### src/rtl/synth_pkg.sv
// Shared types and constants for the audio synthesis path.
package synth_pkg;

    // Envelope generator phases, exported on env_state.
    typedef enum logic [2:0] {
        ST_IDLE    = 3'd0,
        ST_ATTACK  = 3'd1,
        ST_DECAY   = 3'd2,
        ST_SUSTAIN = 3'd3,
        ST_RELEASE = 3'd4
    } env_state_t;

    // Full-scale envelope level.
    localparam logic [11:0] ENV_MAX   = 12'd4095;
    // Offset-binary midpoint: silence / 50% PWM duty.
    localparam logic [11:0] AUDIO_MID = 12'h800;

    // Scale an offset-binary sample about the midpoint by level/4096.
    // Floors toward -inf; the result always fits in 12 bits.
    function automatic logic [11:0] scale_sample(input logic [11:0] sample,
                                                 input logic [11:0] level);
        logic signed [12:0] diff;
        logic signed [24:0] prod;
        logic signed [24:0] shifted;
        diff    = $signed({1'b0, sample}) - 13'sd2048;
        prod    = diff * $signed({1'b0, level});
        shifted = prod >>> 12;
        return AUDIO_MID + shifted[11:0];
    endfunction

endpackage

### src/rtl/env_tick_divider.sv
// Free-running divider producing one envelope tick every TICK_DIV enabled clocks.
module env_tick_divider
    import synth_pkg::*;
#(
    parameter int TICK_DIV = 12000
) (
    input  logic clk,
    input  logic rst,
    input  logic ena,
    output logic tick
);

    localparam int CNT_W = (TICK_DIV > 2) ? $clog2(TICK_DIV) : 1;
    localparam logic [CNT_W-1:0] CNT_LAST = CNT_W'(TICK_DIV - 1);

    logic [CNT_W-1:0] cnt_d;
    logic [CNT_W-1:0] cnt_q;

    // Next count: wrap at TICK_DIV-1, hold while disabled.
    always_comb begin
        cnt_d = cnt_q;
        if (ena) begin
            if (cnt_q == CNT_LAST) begin
                cnt_d = '0;
            end else begin
                cnt_d = cnt_q + CNT_W'(1);
            end
        end else begin
            cnt_d = cnt_q;
        end
    end

    // Count register.
    always_ff @(posedge clk or posedge rst) begin
        if (rst) begin
            cnt_q <= '0;
        end else begin
            cnt_q <= cnt_d;
        end
    end

    // Tick marks the last cycle of each divided period.
    assign tick = (cnt_q == CNT_LAST);

endmodule

### src/rtl/audio_envelope_shaper.sv
// ADSR envelope applied to an offset-binary oscillator sample, centred on the
// midpoint so a closed envelope produces silence (50% PWM duty).
module audio_envelope_shaper
    import synth_pkg::*;
#(
    parameter int TICK_DIV = 12000
) (
    input  logic        clk,
    input  logic        rst,
    input  logic        ena,
    input  logic        gate,
    input  logic [11:0] sample_in,
    input  logic [7:0]  attack_step,
    input  logic [7:0]  decay_step,
    input  logic [11:0] sustain_level,
    input  logic [7:0]  release_step,
    output logic [11:0] audio_out,
    output logic [11:0] env_level,
    output logic [2:0]  env_state
);

    logic        tick;
    env_state_t  state_d;
    env_state_t  state_q;
    logic [11:0] level_d;
    logic [11:0] level_q;
    logic [11:0] audio_d;
    logic [11:0] audio_q;
    logic [12:0] add_s;
    logic [12:0] dec_s;
    logic [12:0] rel_s;

    env_tick_divider #(
        .TICK_DIV (TICK_DIV)
    ) u_tick (
        .clk  (clk),
        .rst  (rst),
        .ena  (ena),
        .tick (tick)
    );

    // Candidate levels; bit 12 of dec_s/rel_s flags an underflow below zero.
    always_comb begin
        add_s = {1'b0, level_q} + {5'd0, attack_step};
        dec_s = {1'b0, level_q} - {5'd0, decay_step};
        rel_s = {1'b0, level_q} - {5'd0, release_step};
    end

    // Envelope FSM and level update; gate transitions take priority over ticks.
    always_comb begin
        state_d = state_q;
        level_d = level_q;
        if (ena) begin
            case (state_q)
                ST_IDLE: begin
                    level_d = 12'd0;
                    if (gate) begin
                        state_d = ST_ATTACK;
                    end else begin
                        state_d = ST_IDLE;
                    end
                end
                ST_ATTACK: begin
                    if (!gate) begin
                        state_d = ST_RELEASE;
                    end else if (tick) begin
                        if (add_s >= {1'b0, ENV_MAX}) begin
                            level_d = ENV_MAX;
                            state_d = ST_DECAY;
                        end else begin
                            level_d = add_s[11:0];
                        end
                    end else begin
                        level_d = level_q;
                    end
                end
                ST_DECAY: begin
                    if (!gate) begin
                        state_d = ST_RELEASE;
                    end else if (level_q <= sustain_level) begin
                        level_d = sustain_level;
                        state_d = ST_SUSTAIN;
                    end else if (tick) begin
                        if (dec_s[12] || (dec_s[11:0] <= sustain_level)) begin
                            level_d = sustain_level;
                            state_d = ST_SUSTAIN;
                        end else begin
                            level_d = dec_s[11:0];
                        end
                    end else begin
                        level_d = level_q;
                    end
                end
                ST_SUSTAIN: begin
                    if (!gate) begin
                        state_d = ST_RELEASE;
                    end else begin
                        level_d = sustain_level;
                    end
                end
                ST_RELEASE: begin
                    if (gate) begin
                        // Retrigger keeps the current level to avoid a click.
                        state_d = ST_ATTACK;
                    end else if (tick) begin
                        if (rel_s[12] || (rel_s[11:0] == 12'd0)) begin
                            level_d = 12'd0;
                            state_d = ST_IDLE;
                        end else begin
                            level_d = rel_s[11:0];
                        end
                    end else begin
                        level_d = level_q;
                    end
                end
                default: begin
                    level_d = 12'd0;
                    state_d = ST_IDLE;
                end
            endcase
        end else begin
            state_d = state_q;
            level_d = level_q;
        end
    end

    // Output sample uses the registered level, one cycle after sample_in.
    always_comb begin
        if (ena) begin
            audio_d = scale_sample(sample_in, level_q);
        end else begin
            audio_d = audio_q;
        end
    end

    // State, level and output registers.
    always_ff @(posedge clk or posedge rst) begin
        if (rst) begin
            state_q <= ST_IDLE;
            level_q <= 12'd0;
            audio_q <= AUDIO_MID;
        end else begin
            state_q <= state_d;
            level_q <= level_d;
            audio_q <= audio_d;
        end
    end

    assign audio_out = audio_q;
    assign env_level = level_q;
    assign env_state = state_q;

endmodule

### config.mk
export PLATFORM = sky130hd
export DESIGN_NAME = audio_envelope_shaper
export DESIGN_NICKNAME = d
export VERILOG_FILES = /design/src/rtl/synth_pkg.sv /design/src/rtl/env_tick_divider.sv /design/src/rtl/audio_envelope_shaper.sv
export SDC_FILE = /design/constraint.sdc
export NUM_CORES = 1
export LEC_CHECK = 0
export CORE_MARGIN = 4
export CORE_UTILIZATION = 55
export CTS_BUF_LIST = sky130_fd_sc_hd__clkbuf_16
export CTS_CLUSTER_DIAMETER = 40
export DETAILED_ROUTE_END_ITERATION = 12
export GPL_TIMING_DRIVEN = 0
export PLACE_DENSITY_LB_ADDON = 0.12
export SETUP_SLACK_MARGIN = 0.2
export SYNTH_ARGS = -nofsm -noshare
export SYNTH_HDL_FRONTEND = slang
export SYNTH_SLANG_ARGS = --single-unit
### constraint.sdc
create_clock -name clk -period 6.2 [get_ports clk]
set_clock_uncertainty 0.05 [all_clocks]
set_input_delay 0.62 -clock clk [delete_from_list [all_inputs] [get_ports clk]]
set_output_delay 0.62 -clock clk [all_outputs]
set_load 0.1 [all_outputs]
==> flow_summary.toml, run 1 <==
[worst_setup_path]
cp.required_ns = 6.34
crit_path_max_fanout = 10
crit_type = "reg2reg"
max_stage_delay_ns = 0.55
cp_cell_sequence = "clkbuf_2 > nand2_1 > fa_1 > fa_1 > fa_1 > inv_1 > fa_1 > inv_1 > fa_1 > inv_1 > ha_1 > a21oi_2 > o211ai_1 > a21o_2 > a221oi_4 > o21bai_1 > a21oi_1 > xnor2_1 > mux2_2"
endpoint_kind = "flop"
cpMostUsedCell = "fa_1"
crit_path_start_kind = "flop"
arrival_ns = 5.93
cp_slowest_cell = "dfrtp_2"

[placed_design]
place.gp.congestion = 0.941
dp.cells = 1401
io_buffers = 76
dp_hpwl_mm = 19.3
pre_cts_slack_ns = -0.772

[synth]
yosys.cell_count.top_type = "inv_1"
syn_inst = 1104
postSynthAreaPerCell_um2 = 8.63
synth-seq-cells = 41
yosys_warnings = 0
yosys.area_share.simple_pct = 16.4
synth.area.top_cells = "fa_1, ha_1, dfrtp_1"
synth_area_um2 = 9530
ys_seq_area_share_pct = 10.8
synth.distinct_cells = 74
syn_nets = 1394
async_flop_share_pct = 100
synthTopCellsByCount = "inv_1, fa_1, ha_1, nand2_1, and2_1"
synth-edff-count = 0
synth_top_family_by_area = "adder cells"
synth_fa_ha_area_share_pct = 42.0
synth_top_area_share_pct = 28.8
synthFlopType = "dfrtp_1"
synth_xor_area_share_pct = 4.60
synth_compound_area_share_pct = 12.7
synth_mux_area_share_pct = 2.72
synth_top_cell_by_area = "fa_1"

[pwr]
p_leak_uw = 0.00567
irDropWorstVdd_v = 0.000269
p_per_area_nw_per_um2 = 230

[floorplanning]
die_w_um = 140
ios = 79
die_area_um2 = 19500
rows = 47
die_y_um = 140
initial_core_util_pct = 56.8
core_um2 = 16800

[timing]
fin_ws_ns = 0.411
relSlewSlack_pct = 34.4
timing.setup.tns_ns = 0
post-route-period-util_pct = 93.4
min_period_ns = 5.79
fmax_ghz = 0.173
timing.final.hold_violations = 0
slew_viol_final = 0
tightest_slew_ns = 0.981
setup_violations = 0
rsz0062_at_grt = "false"

[routing]
drc = 0
viasPerCell = 5.53
wirelength_mm = 23.4
drt.antenna.violating_nets = 0
via_count = 7836
wl_per_cell_um = 16.5
dr.pass1.iters = 5
first_iter_violations = 451

[clock_network]
cts_tree = "yes"
root_buffer = "clkbuf_16"
cts_buffers = 5
clkTransAtPathRegs_ns = 0.07
postCtsHoldBufs = 0
h-tree-depth = 2
clock-sinks = 41
clock_latency_ns = 0.30
cts_buffer_depth = 2

[grt]
grt_start_max_net_pins = 29
grt_pass1_vias = 8105
grt_pass1_wl_mm = 39.7
track_usage_pct = 24.9
grt_antenna_before_repair = 0
grt_overflow_total = 0

[outcome]
outcome = "complete, no violations"

[layout]
fin_nets = 1485
drive_gt1_share_pct = 8.03
final_cells = 1416
n_antenna_cell = 0
syn_to_final_growth_pct = 15.9
final_util_pct = 65.9

[flow_run]
cap_violations = 0

[worst_hold_path]
hp-class = "reg2reg"
==> cells by family (layout without fill, tap and decap cells) <==
logic type / count (synthesis) / in the layout
multiplexers: 24 / 24
flip-flops: 41 / 41
AO/OA/AOI/OAI: 176 / 176
buffers and inverters: 271 / 363
AND/OR/NAND/NOR: 304 / 304
adder cells (fa/ha/maj): 238 / 238
XOR/XNOR: 50 / 50
==> cells in the final DEF (no fill, tap or decap), types with 9 or more instances in the layout <==
| cell type | instances |
|---|---|
| inv_1 | 228 |
| nand4_1 | 14 |
| mux2_2 | 11 |
| xor2_1 | 20 |
| ha_1 | 101 |
| dlymetal6s2s_1 | 9 |
| mux2i_1 | 12 |
| o21ai_0 | 31 |
| dfrtp_1 | 30 |
| a21o_1 | 14 |
| nand2_1 | 99 |
| clkdlybuf4s50_1 | 65 |
| o21ai_1 | 9 |
| a21oi_1 | 38 |
| nand3_1 | 13 |
| and2_1 | 66 |
| fa_1 | 134 |
| nand2b_1 | 11 |
| o211ai_1 | 12 |
| nor3_1 | 13 |
| clkbuf_1 | 10 |
| nor2_1 | 41 |
| xnor2_1 | 30 |
==> where the power goes <==
| part | total [uW] | internal (uW) | leakage [uW] | switching, uW |
|---|---|---|---|---|
| registers | 402 | 322 | 0.000536 | 79.8 |
| logic | 1840 | 719 | 0.00506 | 1130 |
| clock network | 290 | 152 | 0.0000704 | 138 |
| total | 2540 | 1190 | 0.00567 | 1340 |
==> metal layers <==
metal / vias up / share of wire, % / wire length (um) / GRT usage, %
li1: 3727 / - / - / -
met1: 3857 / 43 / 10100 / 33.4
met2: 213 / 49 / 11500 / 43.0
met3: 39 / 5.1 / 1200 / 3.40
met4: 0 / 2.4 / 565 / 6.02
met5: - / 0 / 0 / 0
==> worst paths after layout <==
kind | start | slack [ns] | end | cells past startpoint
setup / recovery | env_level[4] | 0.41 | audio_out[9] | 19
hold / removal | u_tick.cnt_q[4] | 0.43 | u_tick.cnt_q[4] | 1
setup reg to reg | env_level[4] | 0.41 | audio_out[9] | 19
hold reg to reg | u_tick.cnt_q[4] | 0.43 | u_tick.cnt_q[4] | 1
max in group asynchronous | rst | 5.00 | audio_out[11] | 3
min in group asynchronous | rst | 0.55 | env_state[0] | 2
==> registers in the layout (all words and copies together), names as in the netlist <==
signal,cells
audio_out,12
env_level,12
env_state,3
u_tick.cnt_q,14
==> critical path, delay by kind of cell, from the launching register on <==
family | cells | cell delay, ns
adders and majority gates | 6 | 2.93
AOI/OAI and AO/OA | 6 | 1.22
DFF | 1 | 0.55
buffers and inverters | 4 | 0.45
muxes | 1 | 0.26
and+or+nand+nor | 1 | 0.11
xor gates and xnor gates | 1 | 0.09
==> final cells by class <==
| type | count | area (um2) |
|---|---|---|
| sequential | 41 | 1050 |
| fill | 1421 | 5720 |
| clock inverter | 3 | 25.0 |
| clock buffer | 5 | 125 |
| buffer | 41 | 304 |
| inverter | 229 | 860 |
| timing repair buffer | 85 | 861 |
| multi-input combinational | 792 | 7550 |
| tap | 220 | 275 |
==> stage by stage <==
| step | hold slack, ns | area, um2 | total power, uW |
|---|---|---|---|
| 2_1_floorplan | 0.396 | 9560 | 1800 |
| 3_3_place_gp | 0.418 | 10600 | 2180 |
| 3_5_place_dp | 0.423 | 10600 | 2220 |
| 4_1_cts | 0.436 | 10900 | 2540 |
| 5_1_grt | 0.459 | 11000 | 2800 |
| 6_report | 0.431 | 11000 | 2540 |
==> what timing repair did <==
action / 4_1_cts / 5_1_grt
buffers inserted: 3 / 5
endpoints found under the hold margin: 0 / 0
gates resized for setup: 45 / 60
gates cloned: 0 / 0
endpoints found under the setup margin: 11 / 8
pin swaps: 6 / 9
No activity file was read; power rests on OpenSTA's default activity.
==> inputs of run 2 (changes only) <==
--- a/config.mk
+++ b/config.mk
@@ -6,10 +6,11 @@
 export NUM_CORES = 1
 export LEC_CHECK = 0
 export CORE_MARGIN = 4
-export CORE_UTILIZATION = 55
+export CORE_UTILIZATION = 61
 export CTS_BUF_LIST = sky130_fd_sc_hd__clkbuf_16
 export CTS_CLUSTER_DIAMETER = 40
 export DETAILED_ROUTE_END_ITERATION = 12
+export DONT_BUFFER_PORTS = 1
 export GPL_TIMING_DRIVEN = 0
 export PLACE_DENSITY_LB_ADDON = 0.12
 export SETUP_SLACK_MARGIN = 0.2
==> run 2 against run 1 <==
  * Worst hold slack got worse by 0.38 ns
  * Global-route usage rose by 2.3 points
  * Cell area fell by 6.6%
==> flow_summary.toml, run 2 (same netlist as run 1, synthesis figures left out) <==
[timing]
tightest_slew_ns = 1.12
rsz0062_at_grt = "false"
relSlewSlack_pct = 25.5
min_period_ns = 5.84
fmax_ghz = 0.171
slew_viol_final = 0
timing.final.hold_violations = 0
setup_violations = 0
post-route-period-util_pct = 94.2

[pwr]
power_uw = 2510
p_per_area_nw_per_um2 = 243
p_leak_uw = 0.00527
irDropWorstVdd_v = 0.000219

[worst_setup_path]
crit_type = "reg2reg"
crit_path_start_kind = "flop"
arrival_ns = 6.02
crit_path_max_fanout = 10
cp.required_ns = 6.39
endpoint_kind = "flop"

[grt]
grt_antenna_before_repair = 0
grt_pass1_wl_mm = 38.9
grt_overflow_total = 0
busiest_layer = "met2"
track_usage_pct = 27.2
grt_pass1_vias = 7801
grt_util_met1_pct = 36.8
grtUsageMet3_pct = 4.30
grt_start_max_net_pins = 35
use_met2_pct = 45.9

[clock_network]
clock-sinks = 41
root_buffer = "clkbuf_16"
clock_latency_ns = 0.30
clkTransAtPathRegs_ns = 0.07
cts_buffer_depth = 2
postCtsHoldBufs = 0
h-tree-depth = 2
cts_buffers = 5
cts_tree = "yes"

[floorplanning]
core_um2 = 15300
die_w_um = 133
die_area_um2 = 17700
die_y_um = 133
initial_core_util_pct = 62.4
rows = 45
ios = 79

[layout]
largest-register = "u_tick.cnt_q"
finalInstanceArea_um2 = 10300
drive_gt1_share_pct = 8.62
layout_common_cells = "inv_1, fa_1, nand2_1"
final_common_cell = "inv_1"
n_antenna_cell = 0
fillers = 1288
syn_to_final_growth_pct = 8.30
largest_reg_flops = 14
fin_nets = 1414

[routing]
wl_per_cell_um = 17.4
dr.pass1.iters = 5
first_iter_violations = 382
drt.antenna.violating_nets = 0
viasPerCell = 5.71
wirelength_mm = 23.3
drc = 0
via_count = 7624

[placed_design]
placed_area_um2 = 9840
dp_hpwl_mm = 18.7
io_buffers = 0
place.gp.congestion = 0.940

[outcome]
outcome = "complete, no violations"

[worst_hold_path]
hp-class = "in2async"

[flow_run]
cap_violations = 0
==> run 2: cell count changes in the layout (fill, tap and decap cells not counted), moves of 3 or more <==
| cell | previous run | this run |
|---|---|---|
| clkbuf_1 | 10 | 21 |
| buf_6 | 7 | 3 |
| clkbuf_2 | 8 | 4 |
| clkdlybuf4s50_1 | 65 | 0 |
| ha_4 | 0 | 3 |
| clkbuf_8 | 5 | 0 |
| dfrtp_2 | 7 | 1 |
| dfrtp_4 | 3 | 11 |
| dlymetal6s2s_1 | 9 | 0 |
| ha_1 | 101 | 98 |
==> run 2: through the flow <==
stage          hold WS [ns]  std cells  utilization [%]  worst slack, ns  setup TNS, ns
2_1_floorplan         0.396       1104                -            0.208              0
3_3_place_gp          0.413       1315             64.4           -0.740          -5.04
3_5_place_dp          0.366       1316             64.5           -0.765          -5.26
4_1_cts              0.0412       1332             66.7            0.202              0
5_1_grt              0.0445       1336             67.6            0.172              0
6_report             0.0498       1336             67.6            0.362              0
==> run 2: cell type report <==
class	count	area, um2	area share [%]
flip-flops and latches	41	1070	10.4
clock buffers	5	125	1.21
multi-input cells	792	7590	73.5
clock inverters	3	25.0	0.243
inverters	229	860	8.33
plain buffers	42	299	2.90
repair buffers	13	90.1	0.873
well taps	211	264	2.56
==> run 2: per-layer routing <==
metal / routed length [um] / part of all wire, %
met1: 10000 / 43
met2: 11300 / 48
met3: 1460 / 6.3
met4: 571 / 2.5
met5: 0 / 0
==> run 2: timing repair <==
action,in CTS,in global routing
gates resized for setup,43,50
setup buffers,8,4
pin swaps,6,10
endpoints found under the setup margin,12,7
==> run 2: worst max-delay path: stages (launching register included) <==
cell       delay, ns
dfrtp_4         0.67
buf_8           0.16
buf_12          0.13
clkbuf_16       0.15
nand2_1         0.08
fa_2            0.56
inv_1           0.04
ha_1            0.26
inv_1           0.05
fa_1            0.54
inv_1           0.07
fa_1            0.53
inv_1           0.05
fa_1            0.53
inv_1           0.06
ha_4            0.27
nand4_1         0.09
nor3_2          0.23
a21o_2          0.24
a21boi_0        0.30
xor2_1          0.44
mux2_2          0.24
==> run 2: final timing paths <==
path                                   end             from  cells past startpoint  slack [ns]
setup / recovery              audio_out[2]     env_level[8]                     21        0.36
hold / removal             u_tick.cnt_q[7]              rst                      1        0.05
setup reg to reg              audio_out[2]     env_level[8]                     21        0.36
hold reg to reg            u_tick.cnt_q[4]  u_tick.cnt_q[4]                      1        0.42
max in group asynchronous    audio_out[11]              rst                      2        5.56
min in group clk           u_tick.cnt_q[4]  u_tick.cnt_q[4]                      1        0.42
==> run 2: report_power, final <==
part	switching [uW]	internal (uW)	total, uW
combinational	930	683	1610
sequential	290	323	613
clock	130	153	283
total	1350	1160	2510
==> inputs of run 3 (changes only) <==
--- a/config.mk
+++ b/config.mk
@@ -5,7 +5,8 @@
 export SDC_FILE = /design/constraint.sdc
 export NUM_CORES = 1
 export LEC_CHECK = 0
-export CORE_MARGIN = 4
+export CAP_MARGIN = 20
+export CORE_MARGIN = 8
 export CORE_UTILIZATION = 61
 export CTS_BUF_LIST = sky130_fd_sc_hd__clkbuf_16
 export CTS_CLUSTER_DIAMETER = 40
==> run 3 against run 2 <==
  * Worst setup slack worse by 0.11 ns
  * Power increased by 0.29%
  * Worst hold slack improved by 0.0048 ns
  * Sequential cell count unchanged
  * Non-clock buffer count grew 3
  * Critical path type unchanged
  * Critical endpoint is now audio_out[9]
  * Die area increased by 12%
  * Critical path depth unchanged
  * First-iteration DRC count rose by 27%
  * Sequential share of layout area down 0.13 points
  * Clock-buffer cell count stayed put
  * Combinational power grew 2%
==> flow_summary.toml, run 3 (same netlist as run 1, synthesis figures left out) <==
[outcome]
outcome = "complete, no violations"

[worst_setup_path]
max_stage_delay_ns = 0.65
crit_type = "reg2reg"
cp_num_buf_inv = 6
endpoint_kind = "flop"
cp_top_family = "adder cells"
cpMostUsedCell = "fa_1"
cp_cell_sequence = "clkbuf_16 > buf_4 > and2_1 > fa_1 > inv_1 > fa_1 > inv_1 > fa_1 > fa_1 > inv_1 > fa_1 > inv_1 > ha_4 > o21ai_4 > a21oi_2 > and4_1 > a221oi_4 > o21bai_2 > a21oi_2 > xnor2_1 > mux2_2"
arrival_ns = 6.08
cp.required_ns = 6.34
cp.depth = 21
crit_path_start_kind = "flop"
cp_slowest_cell = "dfrtp_4"
crit_path_max_fanout = 8
reg2regPathDepth = 21

[timing]
fmax_ghz = 0.168
min_period_ns = 5.95
tightest_slew_ns = 1.13
setup_violations = 0
timing.final.hold_violations = 0
hold_slack_ns = 0.0546
fin_ws_ns = 0.254
post-route-period-util_pct = 95.9
rsz0062_at_grt = "true"
slew_viol_final = 0
relSlewSlack_pct = 25.0
timing.setup.tns_ns = 0

[layout]
largest_reg_flops = 14
layout_common_cells = "inv_1, fa_1, ha_1"
fin_nets = 1417
drive_gt1_share_pct = 8.24
n_antenna_cell = 0
largest-register = "u_tick.cnt_q"
final_common_cell = "inv_1"
final_cells = 1339
final_util_pct = 67.9
syn_to_final_growth_pct = 8.77
fillers = 1265

[flow_run]
cap_violations = 0

[floorplanning]
ios = 79
rows = 45
die_w_um = 141
core_um2 = 15300
initial_core_util_pct = 62.4
die_area_um2 = 19900
die_y_um = 141

[grt]
grt_overflow_total = 0
grt_antenna_before_repair = 1
grt_start_max_net_pins = 35
track_usage_pct = 25.2
grt_pass1_vias = 8054
grt_pass1_wl_mm = 40.1

[routing]
wirelength_mm = 23.8
dr.pass1.iters = 6
first_iter_violations = 486
wl_per_cell_um = 17.8
via_count = 7567
drt.antenna.violating_nets = 0
drc = 0
viasPerCell = 5.65

[pwr]
p_per_area_nw_per_um2 = 243
p_leak_uw = 0.00529
irDropWorstVdd_v = 0.000298

[clock_network]
cts_tree = "yes"
clock-sinks = 41
clkTransAtPathRegs_ns = 0.08
cts_buffer_depth = 2
cts_buffers = 5
root_buffer = "clkbuf_16"
clock_latency_ns = 0.30
h-tree-depth = 2
postCtsHoldBufs = 0

[worst_hold_path]
hp-class = "in2async"

[placed_design]
dp.cells = 1319
pre_cts_slack_ns = -0.644
io_buffers = 0
dp_hpwl_mm = 19.3
place.gp.congestion = 0.884
-- run 3: cell count changes in the layout (fill, tap and decap cells not counted), sizes merged --
cell / previous run / this run
buf: 27 / 24
clkbuf: 33 / 39
-- run 3: final timing paths --
check / slack [ns] / endpoint / startpoint
setup / recovery: 0.25 / audio_out[9] / env_level[9]
hold / removal: 0.05 / audio_out[2] / rst
setup reg to reg: 0.25 / audio_out[9] / env_level[9]
hold reg to reg: 0.43 / u_tick.cnt_q[4] / u_tick.cnt_q[4]
max in group asynchronous: 5.54 / audio_out[11] / rst
min in group clk: 0.43 / u_tick.cnt_q[4] / u_tick.cnt_q[4]
-- run 3: per-layer routing --
metal / share of wire [%] / GRT usage, % / vias to the layer above / wire [um]
met3: 7.4 / 6.38 / 56 / 1760
li1: - / - / 3606 / -
met2: 48 / 43.1 / 211 / 11400
met1: 42 / 30.5 / 3692 / 9990
met5: 0.055 / 0 / - / 13
met4: 2.7 / 7.75 / 2 / 638
-- run 3: report_power, final --
group	internal (uW)	leakage, uW	total, uW	switching, uW
Clock	153	0.0000708	281	128
Sequential	321	0.000533	586	265
Combinational	691	0.00469	1650	959
Total	1160	0.00529	2520	1350
-- run 3: cell type report --
class / instances / area [um2] / share of cell area [%]
Clock buffer: 5 / 125 / 1.21
Buffer: 42 / 270 / 2.61
Clock inverter: 3 / 25.0 / 0.241
Multi-Input combinational cell: 792 / 7580 / 73.2
Timing Repair Buffer: 16 / 176 / 1.70
Sequential cell: 41 / 1060 / 10.2
Tap cell: 211 / 264 / 2.55
Inverter: 229 / 860 / 8.29
-- run 3: metrics by stage --
| stage | cell area, um2 | total power (uW) |
|---|---|---|
| 5_1_grt | 10400 | 2780 |
| 2_1_floorplan | 9560 | 1800 |
| 3_3_place_gp | 9820 | 2090 |
| 3_5_place_dp | 9920 | 2160 |
| 4_1_cts | 10300 | 2500 |
| 6_report | 10400 | 2520 |
-- run 3: timing repair --
action	4_1_cts	5_1_grt
setup endpoints to repair	12	7
gates resized for setup	39	25
buffers inserted	9	3
pin swaps	5	16
